### src/rtl/morse_pkg.sv
// ---------------------------------------------------------------------------
// morse_pkg
// Shared definitions for the Morse keyer: FSM state encoding, element and
// gap durations in Morse units, and a helper that turns a reading-order
// dot/dash sequence into the first-element-in-bit-0 pattern used by the FSM.
// ---------------------------------------------------------------------------
package morse_pkg;

    typedef enum logic [2:0] {
        S_IDLE,
        S_MARK,
        S_ELEM_GAP,
        S_CHAR_GAP,
        S_WORD_GAP
    } state_t;

    localparam int DOT_UNITS        = 1;
    localparam int DASH_UNITS       = 3;
    localparam int ELEM_GAP_UNITS   = 1;
    localparam int CHAR_GAP_UNITS   = 3;
    localparam int WORD_EXTRA_UNITS = 4;
    localparam int MAX_ELEMS        = 6;

    // seq holds the code in reading order: its bit (len-1) is the first
    // element. The returned pattern has the first element in bit 0.
    // 1 = dash, 0 = dot.
    function automatic logic [MAX_ELEMS-1:0] seq_to_pat(
        input logic [2:0]           len,
        input logic [MAX_ELEMS-1:0] seq
    );
        logic [MAX_ELEMS-1:0] pat;
        logic [2:0]           j;
        pat = '0;
        for (int i = 0; i < MAX_ELEMS; i++) begin
            if (i < int'(len)) begin
                j      = 3'(int'(len) - 1 - i);
                pat[i] = seq[j];
            end
        end
        return pat;
    endfunction

endpackage

### src/rtl/morse_lut.sv
// ---------------------------------------------------------------------------
// morse_lut
// Combinational ASCII -> Morse code lookup with lowercase folding.
//   i_char     : ASCII character (only codes < 256 can be supported)
//   o_valid    : character has a Morse code (letters, digits, optional punct)
//   o_is_space : character is 0x20 (word gap, no marks)
//   o_len      : number of elements, 1..6 (0 when not valid)
//   o_pat      : element pattern, bit 0 first, 1 = dash
// Build option: define MORSE_PUNCT_EN to add . , ? / to the table.
// ---------------------------------------------------------------------------
module morse_lut
    import morse_pkg::*;
#(
    parameter int WORD_BITS = 8
) (
    input  logic [WORD_BITS-1:0] i_char,
    output logic                 o_valid,
    output logic                 o_is_space,
    output logic [2:0]           o_len,
    output logic [5:0]           o_pat
);

    logic                 w_hi_zero;
    logic [7:0]           w_lo;
    logic [7:0]           w_fold;
    logic [2:0]           w_len;
    logic [5:0]           w_seq;

    assign w_hi_zero = ((i_char >> 8) == '0);
    assign w_lo      = i_char[7:0];
    assign w_fold    = (w_lo >= 8'h61 && w_lo <= 8'h7A) ? (w_lo - 8'h20) : w_lo;

    // Entries are {len, sequence in reading order}; len 0 means unsupported.
    always_comb begin
        w_len = 3'd0;
        w_seq = 6'b0;
        case (w_fold)
            8'h41: {w_len, w_seq} = {3'd2, 6'b01};      // A .-
            8'h42: {w_len, w_seq} = {3'd4, 6'b1000};    // B -...
            8'h43: {w_len, w_seq} = {3'd4, 6'b1010};    // C -.-.
            8'h44: {w_len, w_seq} = {3'd3, 6'b100};     // D -..
            8'h45: {w_len, w_seq} = {3'd1, 6'b0};       // E .
            8'h46: {w_len, w_seq} = {3'd4, 6'b0010};    // F ..-.
            8'h47: {w_len, w_seq} = {3'd3, 6'b110};     // G --.
            8'h48: {w_len, w_seq} = {3'd4, 6'b0000};    // H ....
            8'h49: {w_len, w_seq} = {3'd2, 6'b00};      // I ..
            8'h4A: {w_len, w_seq} = {3'd4, 6'b0111};    // J .---
            8'h4B: {w_len, w_seq} = {3'd3, 6'b101};     // K -.-
            8'h4C: {w_len, w_seq} = {3'd4, 6'b0100};    // L .-..
            8'h4D: {w_len, w_seq} = {3'd2, 6'b11};      // M --
            8'h4E: {w_len, w_seq} = {3'd2, 6'b10};      // N -.
            8'h4F: {w_len, w_seq} = {3'd3, 6'b111};     // O ---
            8'h50: {w_len, w_seq} = {3'd4, 6'b0110};    // P .--.
            8'h51: {w_len, w_seq} = {3'd4, 6'b1101};    // Q --.-
            8'h52: {w_len, w_seq} = {3'd3, 6'b010};     // R .-.
            8'h53: {w_len, w_seq} = {3'd3, 6'b000};     // S ...
            8'h54: {w_len, w_seq} = {3'd1, 6'b1};       // T -
            8'h55: {w_len, w_seq} = {3'd3, 6'b001};     // U ..-
            8'h56: {w_len, w_seq} = {3'd4, 6'b0001};    // V ...-
            8'h57: {w_len, w_seq} = {3'd3, 6'b011};     // W .--
            8'h58: {w_len, w_seq} = {3'd4, 6'b1001};    // X -..-
            8'h59: {w_len, w_seq} = {3'd4, 6'b1011};    // Y -.--
            8'h5A: {w_len, w_seq} = {3'd4, 6'b1100};    // Z --..
            8'h30: {w_len, w_seq} = {3'd5, 6'b11111};   // 0
            8'h31: {w_len, w_seq} = {3'd5, 6'b01111};   // 1
            8'h32: {w_len, w_seq} = {3'd5, 6'b00111};   // 2
            8'h33: {w_len, w_seq} = {3'd5, 6'b00011};   // 3
            8'h34: {w_len, w_seq} = {3'd5, 6'b00001};   // 4
            8'h35: {w_len, w_seq} = {3'd5, 6'b00000};   // 5
            8'h36: {w_len, w_seq} = {3'd5, 6'b10000};   // 6
            8'h37: {w_len, w_seq} = {3'd5, 6'b11000};   // 7
            8'h38: {w_len, w_seq} = {3'd5, 6'b11100};   // 8
            8'h39: {w_len, w_seq} = {3'd5, 6'b11110};   // 9
`ifdef MORSE_PUNCT_EN
            8'h2E: {w_len, w_seq} = {3'd6, 6'b010101};  // . .-.-.-
            8'h2C: {w_len, w_seq} = {3'd6, 6'b110011};  // , --..--
            8'h3F: {w_len, w_seq} = {3'd6, 6'b001100};  // ? ..--..
            8'h2F: {w_len, w_seq} = {3'd5, 6'b10010};   // / -..-.
`endif
            default: {w_len, w_seq} = {3'd0, 6'b0};
        endcase
    end

    assign o_valid    = w_hi_zero && (w_len != 3'd0);
    assign o_is_space = w_hi_zero && (w_lo == 8'h20);
    assign o_len      = o_valid ? w_len : 3'd0;
    assign o_pat      = o_valid ? seq_to_pat(w_len, w_seq) : 6'b0;

endmodule

### src/rtl/morse_encoder.sv
// ---------------------------------------------------------------------------
// morse_encoder
// Morse keyer fed from a UART RX FIFO. Pops one ASCII character at a time
// (valid/ready) and keys morse_o with standard timing paced by one unit
// counter of UNIT_LIMIT cycles.
//   clk_i, reset_i : clock, asynchronous active-high reset
//   data_i         : ASCII character from the FIFO
//   data_valid_i   : FIFO not empty
//   ready_o        : accepting this cycle (FIFO pop = valid & ready)
//   morse_o        : key line, 1 = tone
//   busy_o         : FSM not idle
//   done_o         : 1-cycle pulse on the last cycle of a character/space
//   err_o          : 1-cycle pulse after an unsupported character is popped
// Build option: MORSE_PUNCT_EN (handled inside morse_lut).
// ---------------------------------------------------------------------------
module morse_encoder
    import morse_pkg::*;
#(
    parameter int WORD_BITS  = 8,
    parameter int UNIT_LIMIT = 6_000_000,
    parameter int UNIT_BITS  = 23
) (
    input  logic                 clk_i,
    input  logic                 reset_i,
    input  logic [WORD_BITS-1:0] data_i,
    input  logic                 data_valid_i,
    output logic                 ready_o,
    output logic                 morse_o,
    output logic                 busy_o,
    output logic                 done_o,
    output logic                 err_o
);

    localparam logic [UNIT_BITS-1:0] CNT_LAST = UNIT_BITS'(UNIT_LIMIT - 1);
    localparam logic [UNIT_BITS-1:0] CNT_PEN  = UNIT_BITS'(UNIT_LIMIT - 2);

    state_t               r_state, w_next_state;
    logic [UNIT_BITS-1:0] r_cnt, w_cnt_next;
    logic [1:0]           r_unit, w_unit_next;
    logic [1:0]           w_units_m1;
    logic [2:0]           r_idx, w_idx_next;
    logic [2:0]           r_len;
    logic [5:0]           r_pat;
    logic                 r_ready, r_morse, r_busy, r_done, r_err;
    logic                 w_accept, w_unit_end, w_done_next, w_err_next;
    logic                 w_lut_valid, w_lut_space;
    logic [2:0]           w_lut_len;
    logic [5:0]           w_lut_pat;

    morse_lut #(.WORD_BITS(WORD_BITS)) u_lut (
        .i_char     (data_i),
        .o_valid    (w_lut_valid),
        .o_is_space (w_lut_space),
        .o_len      (w_lut_len),
        .o_pat      (w_lut_pat)
    );

    assign w_accept   = data_valid_i && r_ready;
    assign w_unit_end = (r_cnt == CNT_LAST);

    // Duration of the current state, in units minus one.
    always_comb begin
        w_units_m1 = 2'd0;
        case (r_state)
            S_MARK:     w_units_m1 = r_pat[r_idx] ? 2'(DASH_UNITS - 1) : 2'(DOT_UNITS - 1);
            S_ELEM_GAP: w_units_m1 = 2'(ELEM_GAP_UNITS - 1);
            S_CHAR_GAP: w_units_m1 = 2'(CHAR_GAP_UNITS - 1);
            S_WORD_GAP: w_units_m1 = 2'(WORD_EXTRA_UNITS - 1);
            default:    w_units_m1 = 2'd0;
        endcase
    end

    always_comb begin
        w_next_state = r_state;
        w_cnt_next   = r_cnt;
        w_unit_next  = r_unit;
        w_idx_next   = r_idx;
        if (r_state == S_IDLE) begin
            w_cnt_next  = '0;
            w_unit_next = 2'd0;
            if (w_accept) begin
                w_idx_next = 3'd0;
                if (w_lut_valid)
                    w_next_state = S_MARK;
                else if (w_lut_space)
                    w_next_state = S_WORD_GAP;
            end
        end else if (!w_unit_end) begin
            w_cnt_next = r_cnt + 1'b1;
        end else if (r_unit != w_units_m1) begin
            w_cnt_next  = '0;
            w_unit_next = r_unit + 2'd1;
        end else begin
            // Last cycle of the state: counters restart for the next state.
            w_cnt_next  = '0;
            w_unit_next = 2'd0;
            case (r_state)
                S_MARK: begin
                    if (r_idx < (r_len - 3'd1)) begin
                        w_idx_next   = r_idx + 3'd1;
                        w_next_state = S_ELEM_GAP;
                    end else begin
                        w_next_state = S_CHAR_GAP;
                    end
                end
                S_ELEM_GAP: w_next_state = S_MARK;
                default:    w_next_state = S_IDLE;
            endcase
        end
    end

    // Gaps last at least 3 units of >= 2 cycles, so the penultimate cycle
    // is never the entry cycle; flag it so done_o lands on the last cycle.
    assign w_done_next = ((r_state == S_CHAR_GAP) || (r_state == S_WORD_GAP)) &&
                         (r_unit == w_units_m1) && (r_cnt == CNT_PEN);
    assign w_err_next  = w_accept && !w_lut_valid && !w_lut_space;

    always_ff @(posedge clk_i or posedge reset_i) begin
        if (reset_i) begin
            r_state <= S_IDLE;
            r_cnt   <= '0;
            r_unit  <= 2'd0;
            r_idx   <= 3'd0;
            r_ready <= 1'b0;
            r_morse <= 1'b0;
            r_busy  <= 1'b0;
            r_done  <= 1'b0;
            r_err   <= 1'b0;
        end else begin
            r_state <= w_next_state;
            r_cnt   <= w_cnt_next;
            r_unit  <= w_unit_next;
            r_idx   <= w_idx_next;
            r_ready <= (w_next_state == S_IDLE);
            r_morse <= (w_next_state == S_MARK);
            r_busy  <= (w_next_state != S_IDLE);
            r_done  <= w_done_next;
            r_err   <= w_err_next;
        end
    end

    // Code of the character in flight; only read outside IDLE.
    always_ff @(posedge clk_i) begin
        if (w_accept) begin
            r_len <= w_lut_len;
            r_pat <= w_lut_pat;
        end
    end

    assign ready_o = r_ready;
    assign morse_o = r_morse;
    assign busy_o  = r_busy;
    assign done_o  = r_done;
    assign err_o   = r_err;

endmodule

### config.mk
export PLATFORM = sky130hd
export DESIGN_NAME = morse_encoder
export DESIGN_NICKNAME = d
export VERILOG_FILES = /design/src/rtl/morse_pkg.sv /design/src/rtl/morse_lut.sv /design/src/rtl/morse_encoder.sv
export SDC_FILE = /design/constraint.sdc
export NUM_CORES = 1
export LEC_CHECK = 0
export BUFFER_PORTS_ARGS = -buffer_cell sky130_fd_sc_hd__clkbuf_2
export CAP_MARGIN = 5
export CORE_MARGIN = 2
export CORE_UTILIZATION = 45
export DETAILED_ROUTE_END_ITERATION = 7
export SLEW_MARGIN = 10
export SYNTH_ARGS = -nofsm -noshare
export SYNTH_HDL_FRONTEND = slang
export SYNTH_HIERARCHICAL = 1
export SYNTH_SLANG_ARGS = --single-unit
### constraint.sdc
create_clock -name clk_i -period 2.92 [get_ports clk_i]
set_input_delay 0.876 -clock clk_i [delete_from_list [all_inputs] [get_ports clk_i]]
set_output_delay 0.876 -clock clk_i [all_outputs]
set_load 0.05 [all_outputs]
# Word-level counts from Yosys, hierarchy flattened

Memory sizes are Yosys's and may differ from the RTL's.
Index checks and enable logic that the tools add are counted.

Bits in registers: 45
Bits in latches: 0
RAM bits: 0
ROM bits: 1024
Logic and storage cells: 116
Memories kept: 1

Memories:

| memory           | words | width | read ports | clocked after Yosys merged registers in | wr ports | RTL line        | RTL |
|---|---|---|---|---|---|---|---|
| (name not given) | 128   | 8     | 1          | 0                                       | 0        | morse_lut.sv:37 | `case (w_fold)` |

Add/subtract/negate cells: 11
Multipliers: 0
Div/mod/pow operators: 0
$lt $le $gt $ge: 16
Eq/ne operators: 12
Shift-type cells: 0
Multiplexer cells: 37
Bitwise logic cells: 0
Reductions and logical operators: 23

Operator list:

| cell                  | count |
|---|---|
| $eq 23x23->1 const B  | 2 |
| $mux 23               | 2 |
| $mux 3                | 12 |
| $lt 3x4->1 const B    | 7 |
| $add 23x1->23 const B | 1 |
| $bmux 1 s3            | 7 |
| $reduce_and 2->1      | 6 |
| $sub 3x3->3 const B   | 4 |
| $mux 9                | 1 |
| $eq 8x6->1 const B    | 1 |
| $ge 8x7->1 const B    | 1 |
| $le 8x7->1 const B    | 1 |
| $mux 1                | 8 |
| $mux 2                | 4 |
| $mux 8                | 1 |
| $sub 8x6->8 const B   | 1 |
| $eq 3x1->1 const B    | 2 |
| $eq 3x2->1 const B    | 2 |
| $logic_and 1x1->1     | 6 |
| $logic_not 3->1       | 2 |
| $lt 1x3->1 const A    | 2 |
| $lt 2x3->1 const A    | 2 |
| $lt 3x3->1 const A    | 2 |
| $pmux 2 s3            | 1 |
| other kinds (15)      | 21 |

# Longest topological paths before layout

An unclocked memory read counts as a cell.

Depth in word-level cells: 10
Mapped depth: 17

# Cells and area by module

The synthesis kept the hierarchy.

By module, submodules not included:

| module        | instances | cells an instance | area an instance (um^2) |
|---|---|---|---|
| morse_encoder | 1         | 228               | 2344.7 |
| morse_lut     | 1         | 153               | 1052.3 |

# Worst setup path after synthesis

OpenSTA, ideal clock, no wires.

Path type: input to register
From: input data_i[1]
To: register r_pat[0] (data pin)
Arrival time: 3.872 ns
Data required time: 2.768 ns
Path slack: -1.104 ns
Stages on the path: 12
Buffers on the path: 2
Cell sequence: clkbuf_1 > inv_1 > ha_1 > or4_4 > buf_6 > a31o_4 > or3_1 > ha_1 > inv_1 > o32a_1 > nand3b_1 > a31oi_1

Cells in the longest elaborated chain, start to end: 8

Ends and longest elaborated chain:

| item                                     | RTL line             | RTL |
|---|---|---|
| start: declaration                       | morse_encoder.sv:25  | `input logic [WORD_BITS-1:0] data_i,` |
| $ge 8x7->1 or $le 8x7->1 (tied branches) | morse_lut.sv:31      | `assign w_fold = (w_lo >= 8'h61 && w_lo <= 8'h7A) ? (w_lo - 8'h20) : w_lo;` |
| $logic_and 1x1->1                        | morse_lut.sv:31      |  |
| $mux 8 *                                 | morse_lut.sv:31      |  |
| $mem_v2 128x8                            | --                   |  |
| $mux 9 *                                 | morse_lut.sv:37      |  |
| $sub 3x1->3                              | morse_pkg.sv:36      | `j = 3'(int'(len) - 1 - i);` |
| $bmux 1 s3                               | morse_pkg.sv:37      | `pat[i] = seq[j];` |
| $mux 1 (implied by the code)             | morse_pkg.sv:37      |  |
| end signal: assignment                   | morse_encoder.sv:146 | `r_pat <= w_lut_pat;` |
| end: declaration                         | morse_encoder.sv:43  | `logic [5:0] r_pat;` |

Every way passes the cells marked *; elsewhere a longest branch is shown, timed or not. The select of a mux whose other input is x is not followed.
A chain may end at the register's enable or synchronous reset.

# Final worst setup path

From: input data_i[1]
To: register r_pat[1] (data pin)

Cells in the longest elaborated chain, start to end: 9

Ends and longest elaborated chain:

| item                                     | RTL line |
|---|---|
| $ge 8x7->1 or $le 8x7->1 (tied branches) | morse_lut.sv:31 |
| $logic_and 1x1->1                        | morse_lut.sv:31 |
| $mux 8 *                                 | morse_lut.sv:31 |
| $mem_v2 128x8                            | -- |
| $mux 9 *                                 | morse_lut.sv:37 |
| $sub 3x1->3                              | morse_pkg.sv:36 |
| $sub 3x2->3                              | morse_pkg.sv:36 |
| $bmux 1 s3                               | morse_pkg.sv:37 |
| $mux 1 (implied by the code)             | morse_pkg.sv:37 |

Marked as above.

==> results by group <==
Routing
  – Met3 wire len: 157 um
  – Routed met2 length: 4.12 mm
  – DR WL/cell: 14.6 um
  – Metal1 wirelength: 3.83 mm
  – Final antenna-violating net count: 0
  – DRC errors left: 0
  – Vias: 3010
  – Initial DRC count: 79
  – Vias per cell: 5.38
  – Max Used Layer: met4
  – Routed wire length: 8.18 mm
  – Drt pass-1 iters: 4

Power and ir drop
  – Pwr dens: 311 nW/um^2
  – Worst IR Drop VDD: 0.182 mV
  – Lkg Pwr: 1.95 nW

Clock tree
  – H-tree lvl count: 2
  – Worst-Skew Late Latency: 300 ps
  – Clk sinks: 45
  – TritonCTS clock tree: built
  – Reg clk slew, reported paths: 90 ps
  – Num CTS Buffers: 5
  – Root buf cell: clkbuf_8
  – Clk buf depth: 2

Logic synthesis
  – Top cell type's share of synthesized area: 26.5%
  – Post-synthesis cell area: 3400 sq um
  – Post-synth top area cell: dfrtp_1
  – Syn. warnings: 6
  – Main flop type after synthesis: dfrtp_1
  – Yosys reg bits: 45
  – Async set-reset flop share out of synthesis: 80.0%
  – Synth top area cells: dfrtp_1, edfxtp_1, ha_1
  – Post-synth net total: 410
  – Post-synth EDFFs: 9
  – Sequential fraction of the synthesis area: 34.5%
  – Syn Area/Cell: 8.92 sq um
  – Netlist cell types: 72
  – Syn Inst Count: 381

Place
  – GP Congestion: 0.944
  – Port bufs: 15
  – Dpl cells: 538
  – HPWL after DPL: 6.18 mm

STA
  – Slew headroom: 60.1%
  – # setup viols final: 10
  – Setup WS post-layout: -355 ps
  – RSZ-0062 raised after global routing: yes
  – Max Clk Rate: 305 MHz
  – Final Max Tran Viols: 0
  – Tightest Pin Transition: 596 ps
  – Fin crit share: 112%
  – Clock Skew: 8.25 ps
  – WHS: 559 ps
  – Post-layout min period: 3270 ps
  – Final Hold Fails: 0

GRT
  – Initial antenna violation count: 0
  – Largest net degree at the start of global routing: 37
  – Vias in the first global route: 2967
  – First-pass GRT wire length: 14.2 mm
  – Grt ovf: 0
  – Gr usage total: 20.8%

Finish
  – N_diodes: 0
  – Layout cells sized above 1: 29.3%
  – Fin cells: 559
  – Area growth from synthesis to layout: 29.4%
  – Nets: 488

Flow run
  – Max Cap Viol: 0

Floorplan
  – Initial core utilization: 46.6%
  – Die Span X: 90.9 um
  – Core Area: 7290 sq um
  – Die height: 90.9 um
  – Die area: 8260 sq um
  – # IOs: 16
  – # rows: 31

Min path
  – Hold Path Stages: 2
  – HP Class: reg -> reg

Outcome
  – Outcome: complete, but fails checks
  – Failing checks: setup timing

Critical path
  – Req. time, crit path: 2960 ps
  – Worst Reg-to-Reg Cells: 7
  – Worst Setup Start Kind: primary input
  – Path type of the worst setup path: in -> reg
  – Worst Setup End Kind: flip-flop
  – Crit path max fanout: 6
  – Crit path DAT: 3320 ps
==> cell usage in the layout, fill, tap and decap left out, drive strengths merged, types with 4 or more instances in the layout <==
cell,netlist,layout
nand2,23,23
xor2,15,15
nor4,5,5
ha,18,18
o21a,4,4
edfxtp,9,9
inv,22,21
and3,7,7
nor3,7,7
nand4,4,4
nor2,54,54
clkbuf,8,22
dfrtp,36,36
buf,9,73
and4,4,4
mux2i,8,8
xnor2,11,11
o21ai,9,9
mux2,6,6
a31oi,5,5
nor2b,7,7
a21oi,16,16
nand2b,11,11
nand3b,6,6
nand3,20,20
==> power breakdown <==
| part | switching, mW | internal [mW] |
|---|---|---|
| clock network | 0.210 | 0.223 |
| registers | 0 | 0.639 |
| logic | 0.144 | 0.153 |
| total | 0.354 | 1.01 |
==> cells in the mapped netlist (3+ instances only) <==
library cell and n:
a21o_1 3, clkbuf_1 8, o211ai_1 3, nor2b_1 7
ha_1 18, and3_1 7, buf_2 3, nor2_1 54
nor4_1 4, mux2i_1 8, nand3b_1 6, nand4_1 3
buf_1 4, nor3_1 7, a21oi_1 16, o221ai_1 3
inv_1 22, mux2_2 4, xor2_1 15, xnor2_1 11
o22ai_1 3, edfxtp_1 9, nand3_1 20, o21ai_0 9
dfrtp_1 36, nand2b_1 11, and4_1 4, a31oi_1 5
nand2_1 23, o21a_1 4
==> per-stage QoR <==
step                total power [mW]  worst slack (ps)  TNS [ps]  cell area, sq um  utilization [%]
detailed placement             0.903              -761     -7550              4040             55.4
finish                          1.37              -355     -2960              4400             60.3
CTS                             1.37              -331     -2780              4350             59.6
global placement               0.897              -684     -6640              4040             55.4
floorplan                      0.796              -627     -5530              3490                -
global route                    1.44              -422     -3580              4400             60.3
==> routing by layer <==
| layer | up-vias | global-route usage (%) |
|---|---|---|
| met5 | - | 0 |
| met4 | 0 | 4.80 |
| met3 | 7 | 2.67 |
| met2 | 33 | 36.1 |
| met1 | 1445 | 27.8 |
| li1 | 1525 | - |
==> layout make-up <==
| type | count | area (sq um) |
|---|---|---|
| fill | 691 | 2900 |
| multi-input combinational | 297 | 2210 |
| sequential | 45 | 1170 |
| timing repair buffer | 88 | 679 |
| tap | 99 | 124 |
| inverter | 22 | 103 |
| clock buffer | 7 | 97.6 |
| clock inverter | 1 | 8.76 |
==> what timing repair did <==
action / CTS / global route
endpoints found under the setup margin: 11 / 13
resized for setup: 18 / 10
pin swaps: 9 / 10
hold buffers: 0 / 0
buffers inserted: 12 / 2
==> state kept, by name, indices dropped and copies added, names as in the netlist <==
name / cells
r_cnt: 23
r_pat: 6
r_idx: 3
r_len: 3
r_state: 3
r_unit: 2
busy_o: 1
done_o: 1
err_o: 1
morse_o: 1
ready_o: 1
==> cell families after synthesis <==
group	count (synthesis)	share of synthesized area (%)
AND/OR/NAND/NOR	167	27.3
AO/OA/AOI/OAI	72	15.7
flip-flops	45	34.5
buffers and inverters	39	4.86
XOR/XNOR	26	6.70
adder cells (fa/ha/maj)	18	6.63
multiplexers	14	4.35
==> worst paths after layout <==
check / start / to / slack (ps)
worst min register to register: r_cnt[17]$_DFF_PP0_ / r_cnt[17]$_DFF_PP0_ / 560
worst max-delay path: data_i[1] / r_pat[1]$_DFFE_PP_ / -350
min in group asynchronous: reset_i / r_cnt[20]$_DFF_PP0_ / 650
worst min-delay path: r_cnt[17]$_DFF_PP0_ / r_cnt[17]$_DFF_PP0_ / 560
worst max register to register: r_idx[2]$_DFFE_PP0P_ / morse_o$_DFF_PP0_ / 130
max in group asynchronous: reset_i / r_idx[2]$_DFFE_PP0P_ / 1920
==> critical path, cell delays in order <==
cell and delay (ps):
clkbuf_16 130, inv_8 60, ha_4 130, nand2b_4 50, or4_4 460, a31o_4 250, or3_4 380, ha_4 280
buf_12 130, xnor2_4 160, mux2i_2 320, nor2_2 90
No activity file was read; power rests on OpenSTA's default activity.
